File: src/rtl/cdb_arbiter.sv
// Common data bus arbiter: picks up to two legal results per cycle in round-robin
// order and registers them onto CDB slots 0 and 1 as single-cycle broadcast pulses.
module cdb_arbiter #(
   parameter int                NREQ        = 4,
   parameter int                ROB_W       = 6,
   parameter int                DATA_W      = 32,
   parameter logic [ROB_W-1:0]  INVALID_ROB = 6'b010000
) (
   input  logic                     clock,
   input  logic                     reset,
   input  logic                     flush,
   input  logic [NREQ-1:0]          req_valid,
   input  logic [NREQ*ROB_W-1:0]    req_rob,
   input  logic [NREQ*DATA_W-1:0]   req_data,
   output logic [NREQ-1:0]          req_ready,
   output logic                     cdb0_valid,
   output logic [ROB_W-1:0]         cdb0_rob,
   output logic [DATA_W-1:0]        cdb0_data,
   output logic                     cdb1_valid,
   output logic [ROB_W-1:0]         cdb1_rob,
   output logic [DATA_W-1:0]        cdb1_data,
   output logic                     tag_err
);

   localparam int PTR_W = $clog2(NREQ);

   logic [ROB_W-1:0]  rob_arr  [NREQ];
   logic [DATA_W-1:0] data_arr [NREQ];

   for (genvar i = 0; i < NREQ; i++) begin : g_unpack
      assign rob_arr[i]  = req_rob[i*ROB_W +: ROB_W];
      assign data_arr[i] = req_data[i*DATA_W +: DATA_W];
   end

   logic [PTR_W-1:0]  rr_ptr;
   logic [PTR_W-1:0]  rr_next;
   logic [PTR_W-1:0]  idx;
   logic [PTR_W-1:0]  last_idx;
   logic [PTR_W-1:0]  g0_idx;
   logic [PTR_W-1:0]  g1_idx;
   logic              g0_vld;
   logic              g1_vld;
   logic              bad_any;
   logic [NREQ-1:0]   ready_c;

   // Stage p0: combinational round-robin scan starting at rr_ptr
   always_comb begin
      ready_c  = '0;
      g0_vld   = 1'b0;
      g1_vld   = 1'b0;
      g0_idx   = '0;
      g1_idx   = '0;
      last_idx = '0;
      bad_any  = 1'b0;
      idx      = '0;
      if (!flush) begin
         for (int k = 0; k < NREQ; k++) begin
            idx = PTR_W'((int'(rr_ptr) + k) % NREQ);
            if (req_valid[idx]) begin
               if (rob_arr[idx] >= INVALID_ROB) begin
                  // Illegal tags are swallowed without consuming a slot.
                  ready_c[idx] = 1'b1;
                  bad_any      = 1'b1;
               end else if (!g0_vld) begin
                  ready_c[idx] = 1'b1;
                  g0_vld       = 1'b1;
                  g0_idx       = idx;
                  last_idx     = idx;
               end else if (!g1_vld) begin
                  ready_c[idx] = 1'b1;
                  g1_vld       = 1'b1;
                  g1_idx       = idx;
                  last_idx     = idx;
               end
            end
         end
      end
   end

   always_comb begin
      rr_next = rr_ptr;
      if (flush)
         rr_next = '0;
      else if (g0_vld)
         rr_next = PTR_W'((int'(last_idx) + 1) % NREQ);
   end

   assign req_ready = ready_c;

   logic              vld0_p1;
   logic [ROB_W-1:0]  rob0_p1;
   logic [DATA_W-1:0] data0_p1;
   logic              vld1_p1;
   logic [ROB_W-1:0]  rob1_p1;
   logic [DATA_W-1:0] data1_p1;
   logic              tag_err_p1;

   // Stage p1: registered CDB broadcast; data holds its last value when idle
   always_ff @(posedge clock or posedge reset) begin
      if (reset) begin
         vld0_p1    <= 1'b0;
         rob0_p1    <= INVALID_ROB;
         data0_p1   <= '0;
         vld1_p1    <= 1'b0;
         rob1_p1    <= INVALID_ROB;
         data1_p1   <= '0;
         tag_err_p1 <= 1'b0;
         rr_ptr     <= '0;
      end else begin
         vld0_p1    <= g0_vld;
         rob0_p1    <= g0_vld ? rob_arr[g0_idx] : INVALID_ROB;
         vld1_p1    <= g1_vld;
         rob1_p1    <= g1_vld ? rob_arr[g1_idx] : INVALID_ROB;
         tag_err_p1 <= bad_any;
         rr_ptr     <= rr_next;
         if (g0_vld)
            data0_p1 <= data_arr[g0_idx];
         if (g1_vld)
            data1_p1 <= data_arr[g1_idx];
      end
   end

   assign cdb0_valid = vld0_p1;
   assign cdb0_rob   = rob0_p1;
   assign cdb0_data  = data0_p1;
   assign cdb1_valid = vld1_p1;
   assign cdb1_rob   = rob1_p1;
   assign cdb1_data  = data1_p1;
   assign tag_err    = tag_err_p1;

endmodule

File: config.mk
export PLATFORM = sky130hd
export DESIGN_NAME = cdb_arbiter
export DESIGN_NICKNAME = d
export VERILOG_FILES = /design/src/rtl/cdb_arbiter.sv
export SDC_FILE = /design/constraint.sdc
export NUM_CORES = 1
export LEC_CHECK = 0
export CAP_MARGIN = 30
export CORE_MARGIN = 2
export CORE_UTILIZATION = 47
export DETAILED_ROUTE_END_ITERATION = 6
export PLACE_DENSITY = 0.83
export SETUP_SLACK_MARGIN = 0.2
export SYNTH_ARGS = -nofsm -noshare
export SYNTH_HDL_FRONTEND = slang
export SYNTH_SLANG_ARGS = --single-unit
export TNS_END_PERCENT = 100
File: constraint.sdc
create_clock -name clock -period 7.84 [get_ports clock]
set_clock_uncertainty 0.05 [all_clocks]
set_input_delay 1.568 -clock clock [delete_from_list [all_inputs] [get_ports clock]]
set_output_delay 1.568 -clock clock [all_outputs]
set_load 0.02 [all_outputs]
==> impl_metrics.tcl, run 1 <==
set metrics [dict create \
    crit_buf_inv 2 \
    cts_buffer_depth 2 \
    async_flop_share 1.00 \
    setup_ws_ns 1.20 \
    drc 0 \
    critPathTopFamily "buffers and inverters" \
    wl_per_cell_um 22.4 \
    vias 5438 \
    finalSetupViolations 0 \
    die_h_um 115 \
    gp_congestion 0.875 \
    start_kind "flop" \
    cts_resized 0 \
    vias_per_cell 6.21 \
    seqCellArea_mm2 0.00203 \
    io_pins 242 \
    h-tree-depth 3 \
    hold_path_class "flop to flop" \
    rsz0062_at_grt "no" \
    cp_slowest_cell "dfrtp_1" \
    gr-total-overflow 0 \
    period_needed_ns 6.64 \
    crit_type "flop to output pin" \
    area_growth_pct 48.3 \
    start_util 0.483 \
    numCtsBuffers 9 \
    cts.sinks 81 \
    cp_common_cell "nand2_1" \
    critPathCaptureType "output pin" \
    drive_gt1_frac 0.148 \
    path_max_fanout 28 \
    fin_nets 890 \
    ys_types 62 \
    clock_latency_ns 0.34 \
    ys_top_cells_by_count "mux2i_1, dfrtp_1, nand2_1" \
    hold_slack_ns 0.444 \
    dr.first_iter.drc_count 347 \
    core_area_mm2 0.0120 \
    routed_wl_mm 19.6 \
    ys_seq_elements 81 \
    postCtsHoldBufs 0 \
    antenna_cells 0 \
    status "finished clean" \
    multi_input_area_mm2 0.00350 \
    synth_area_leaders "dfrtp_1, mux2i_1, mux4_2" \
    ant_nets 0 \
    grt_pass1_vias 5748 \
    synth_seq_area_share 0.349 \
    worst_slew_pin_slew_ns 1.06 \
    synth_flop_cell "dfrtp_1" \
    portBuffers 241 \
    syn_area_per_cell_um2 11.6 \
    synth_edf_count 0 \
    whs_endpoint "cdb1_data[19]" \
    hpwl_mm 14.1 \
    hold_viol_final 0 \
    grt_use_total 0.294 \
    hold_start "cdb1_data[19]" \
    grt_pass1_wl_mm 29.9 \
    post_cts_buffers 0 \
    rows 40 \
    dp_cells 859 \
    maxSlewViolCount 0 \
    tns_ns 0 \
    cts-root-buf "clkbuf_16" \
    die_area_mm2 0.0133 \
    clk_pin_slew_worst_paths_ns 0.06 \
    fmaxAchievable_mhz 151 \
    slowest_delay_ns 1.00 \
    slew_headroom 0.287 \
    arrival_ns 5.02 \
    fin_util 0.717 \
    synth_area_mm2 0.00581 \
    ir_worst_vdd_mv 0.283 \
    antenna_found_initial 0 \
    dpl_worst_slack_ns 1.54 \
    synthCells 502 \
    die_w_um 115 \
    reg2regPathDepth 10 \
    finalCritPeriodShare 0.847 \
    yosys.area.top_type "dfrtp_1" \
    dr.pass1.iters 5 \
    pwr_density_cell_mw_per_mm2 380 \
    ys_warn_count 0 \
    grt_max_degree 65 \
    cap_violations 0 \
    r2r_start "rr_ptr[0]" \
    crit_chain "inv_1 -> ha_1 -> mux4_2 -> nand2_1 -> maj3_1 -> o21a_1 -> nand2_1 -> a21oi_1 -> clkdlybuf4s50_1" \
    power.leakage_nw 3.82 \
    min_path_cells 2 \
    stdcell_count 875 \
    synth.most_common_cell "mux2i_1" \
    yosysTopAreaCellShare 0.340 \
    crit_required_ns 6.22 \
    r2r_setup_slack_ns 2.05 \
    cts_tree "yes" \
    n_fill_cell 885 \
    r2r-end "cdb0_data[23]" \
]
==> cells by family (layout without fill, tap and decap cells) <==
logic type | Yosys count | after routing | share of synthesized area
adders and majority gates | 10 | 10 | 0.0209
muxes | 157 | 157 | 0.350
other | 1 | 2 | 0.000646
xor gates and xnor gates | 3 | 3 | 0.00453
DFF | 81 | 81 | 0.349
buffers and inverters | 51 | 276 | 0.0487
and+or+nand+nor | 98 | 98 | 0.0883
AOI/OAI and AO/OA | 101 | 101 | 0.137
==> layout by cell type, fill, tap and decap left out, drive strengths merged, types with 3 or more instances in the layout <==
cell type	instances
clkdlybuf4s50	241
mux2i	91
dfrtp	79
nand2	47
mux2	33
mux4	33
o221ai	32
a21oi	14
nor2	13
o21ai	13
clkbuf	12
and2	10
a211oi	9
inv	9
buf	9
ha	8
nor4	6
nor3	5
nor4b	5
a31oi	4
a21o	4
a222oi	4
nand2b	3
o211ai	3
xnor2	3
bufinv	3
==> worst min-delay path, cell delays in order (launching register included) <==
cell and delay [ns]:
dfrtp_1 0.34, nand2_1 0.05, o221ai_1 0.06
==> stage by stage <==
step | total power (W) | cell area (µm²)
2_1_floorplan | 0.00205 | 5810
3_3_place_gp | 0.00272 | 8210
3_5_place_dp | 0.00279 | 8280
4_1_cts | 0.00328 | 8610
5_1_grt | 0.00345 | 8610
6_report | 0.00327 | 8610
==> flip-flops by register name (all words and copies together) (netlist names) <==
register	cells
cdb1_valid	1
cdb0_data	32
cdb1_data	32
tag_err	1
cdb0_rob	6
cdb1_rob	6
rr_ptr	2
cdb0_valid	1
==> worst max path at each step <==
stage / from / end / slack (ns) / cells after the start
3_5_place_dp: req_rob[10] / req_ready[0] / 1.54 / 8
4_1_cts: rr_ptr[0] / req_ready[0] / 1.24 / 9
3_3_place_gp: req_rob[10] / req_ready[3] / 1.59 / 8
6_report: rr_ptr[0] / req_ready[0] / 1.20 / 9
5_1_grt: rr_ptr[0] / req_ready[0] / 0.78 / 10
2_1_floorplan: req_rob[23] / req_ready[0] / 3.05 / 7
==> metal layers <==
| metal | GRT usage | wire length [µm] | vias up |
|---|---|---|---|
| met2 | 0.514 | 10000 | 273 |
| li1 | - | - | 2418 |
| met3 | 0.0691 | 1340 | 59 |
| met5 | 0 | 0 | - |
| met1 | 0.345 | 7510 | 2688 |
| met4 | 0.133 | 734 | 0 |
==> final cells by class <==
cell class | instances | share of cell area
Clock buffer | 12 | 0.0275
Clock inverter | 4 | 0.0110
Inverter | 10 | 0.00451
Multi-Input combinational cell | 371 | 0.407
Sequential cell | 81 | 0.236
Tap cell | 147 | 0.0214
Timing Repair Buffer | 250 | 0.293
==> report_power, final <==
| part | internal, W | switching, W | total, W |
|---|---|---|---|
| combinational | 0.00100 | 0.00104 | 0.00204 |
| clock | 0.000311 | 0.000167 | 0.000478 |
| sequential | 0.000616 | 0.000134 | 0.000750 |
| total | 0.00193 | 0.00134 | 0.00327 |
Note: power is estimated with default switching activity, not from simulation.
==> run 2, diff against run 1 <==
--- a/config.mk
+++ b/config.mk
@@ -7,9 +7,9 @@
 export LEC_CHECK = 0
 export CAP_MARGIN = 30
 export CORE_MARGIN = 2
-export CORE_UTILIZATION = 47
+export CORE_UTILIZATION = 44
 export DETAILED_ROUTE_END_ITERATION = 6
-export PLACE_DENSITY = 0.83
+export PLACE_DENSITY = 0.78
 export SETUP_SLACK_MARGIN = 0.2
 export SYNTH_ARGS = -nofsm -noshare
 export SYNTH_HDL_FRONTEND = slang
==> constraint.sdc (replaced) <==
create_clock -name clock -period 6.13 [get_ports clock]
set_clock_uncertainty 0.05 [all_clocks]
set_input_delay 1.226 -clock clock [delete_from_list [all_inputs] [get_ports clock]]
set_output_delay 1.226 -clock clock [all_outputs]
set_load 0.02 [all_outputs]
==> impl_metrics.tcl, run 2 (synthesis results as in run 1) <==
set metrics [dict create \
    status "finished clean" \
    area_growth_pct 49.4 \
    fmaxAchievable_mhz 183 \
    cts_tree "yes" \
    drive_gt1_frac 0.156 \
    die_w_um 119 \
    die_h_um 119 \
    postCtsHoldBufs 0 \
    dpl_worst_slack_ns 0.689 \
    globalRouteMet3Util 0.0503 \
    period_needed_ns 5.48 \
    multi_input_area_mm2 0.00350 \
    grt.busiest_layer "met2" \
    start_kind "input pin" \
    tns_ns 0 \
    hold_path_class "flop to flop" \
    min_path_cells 2 \
    ir_worst_vdd_mv 0.235 \
    hold_viol_final 0 \
    post_cts_buffers 0 \
    portBuffers 241 \
    crit_buf_inv 2 \
    core_area_mm2 0.0128 \
    cp_slowest_cell "clkdlybuf4s50_1" \
    wl_per_cell_um 22.9 \
    power_w 0.00423 \
    cts_buffer_depth 2 \
    rows 41 \
    dr.pass1.iters 5 \
    clock_latency_ns 0.34 \
    hold_start "cdb1_data[26]" \
    gr-total-overflow 0 \
    io_pins 242 \
    vias 5451 \
    start_util 0.455 \
    antenna_found_initial 1 \
    critPathCaptureType "output pin" \
    grt_max_degree 51 \
    mostFrequentLayoutCells "clkdlybuf4s50_1, mux2i_1, dfrtp_1" \
    n_fill_cell 961 \
    r2r_start "rr_ptr[0]" \
    slew_headroom 0.451 \
    seqCellArea_mm2 0.00203 \
    grtUsageMet2 0.518 \
    routed_wl_mm 20.7 \
    slowest_delay_ns 0.64 \
    grt_pass1_vias 5540 \
    fin_nets 894 \
    numCtsBuffers 9 \
    clk_pin_slew_worst_paths_ns 0.06 \
    path_max_fanout 16 \
    die_area_mm2 0.0141 \
    finalSetupViolations 0 \
    power.leakage_nw 3.84 \
    finalCritPeriodShare 0.894 \
    maxSlewViolCount 0 \
    stdcell_count 905 \
    h-tree-depth 3 \
    grt_pass1_wl_mm 32.0 \
    hold_slack_ns 0.440 \
    dp_cells 888 \
    r2r_setup_slack_ns 1.56 \
    gp_congestion 0.874 \
    cts.sinks 81 \
    mostFrequentLayoutCell "clkdlybuf4s50_1" \
    dr.first_iter.drc_count 336 \
    arrival_ns 4.20 \
    crit_chain "clkdlybuf4s50_1 -> nor2_1 -> mux4_2 -> nand2_1 -> maj3_1 -> o21a_1 -> nand2_1 -> a21oi_1 -> clkdlybuf4s50_1" \
    ant_nets 0 \
    drc 0 \
    met1_usage 0.367 \
    crit_required_ns 4.85 \
    grt_use_total 0.294 \
    reg2regPathDepth 10 \
    rsz0062_at_grt "no" \
    hpwl_mm 14.9 \
    cts-root-buf "clkbuf_16" \
    crit_type "input pin to output pin" \
    r2r-end "cdb1_data[18]" \
    cap_violations 0 \
    pwr_density_cell_mw_per_mm2 488 \
    setup_ws_ns 0.653 \
    critPathTopFamily "buffers and inverters" \
    vias_per_cell 6.02 \
    cts_resized 0 \
    worst_slew_pin_slew_ns 0.821 \
    whs_endpoint "cdb1_data[26]" \
]
run 2: cell types whose count changed in the layout (fill, tap and decap cells not counted):
cell / delta
buf_4: +5
clkbuf_1: -2
buf_12: -1
clkinv_2: -1
clkinv_4: +1
clkinvlp_4: +1
diode_2: +1
inv_6: +1
run 2: worst max path at each step:
stage	end	slack (ns)	start	cells past startpoint
after detailed placement	req_ready[3]	0.69	req_rob[17]	9
after global placement	req_ready[3]	0.77	req_rob[23]	9
final	req_ready[3]	0.65	req_rob[17]	9
after CTS	req_ready[3]	0.70	req_rob[17]	9
after global routing	req_ready[2]	0.45	rr_ptr[0]	10
after floorplan	req_ready[0]	1.85	rr_ptr[0]	10
run 2: final cells by class:
cell class | instances | share of cell area
Inverter | 10 | 0.00447
Tap cell | 172 | 0.0248
Sequential cell | 81 | 0.234
Clock inverter | 6 | 0.0133
Clock buffer | 10 | 0.0264
Antenna cell | 1 | 0.000289
Multi-Input combinational cell | 371 | 0.404
Timing Repair Buffer | 254 | 0.293
run 2: worst reg2reg max path, cell delays in order, from the launching register on:
cell	delay, ns
dfrtp_1	0.38
inv_1	0.29
ha_1	0.50
inv_2	0.23
mux4_2	0.59
nand2_1	0.44
maj3_2	0.32
o221a_2	0.61
buf_4	0.56
mux2i_1	0.29
o221ai_1	0.14
run 2: metal layers:
metal / routed length [µm] / part of all wire / vias up
met1: 8240 / 0.40 / 2753
met4: 507 / 0.024 / 0
met2: 10700 / 0.52 / 248
met3: 1240 / 0.060 / 32
met5: 0 / 0 / -
li1: - / - / 2418
run 2: where the power goes:
group | internal (W) | total, W | switching [W]
Combinational | 0.00129 | 0.00268 | 0.00139
Clock | 0.000401 | 0.000637 | 0.000237
Sequential | 0.000788 | 0.000914 | 0.000126
run 2: metrics by stage:
stage | utilization | area, µm²
2_1_floorplan | - | 5810
3_3_place_gp | 0.650 | 8300
3_5_place_dp | 0.652 | 8330
4_1_cts | 0.679 | 8670
5_1_grt | 0.679 | 8670
6_report | 0.679 | 8670
==> run 3, diff against run 2 <==
--- a/config.mk
+++ b/config.mk
@@ -5,6 +5,7 @@
 export SDC_FILE = /design/constraint.sdc
 export NUM_CORES = 1
 export LEC_CHECK = 0
+export ABC_CLOCK_PERIOD_IN_PS = 6130
 export CAP_MARGIN = 30
 export CORE_MARGIN = 2
 export CORE_UTILIZATION = 44
==> results of run 3 <==
Final layout, timing and power as in run 2 (identical DEF).
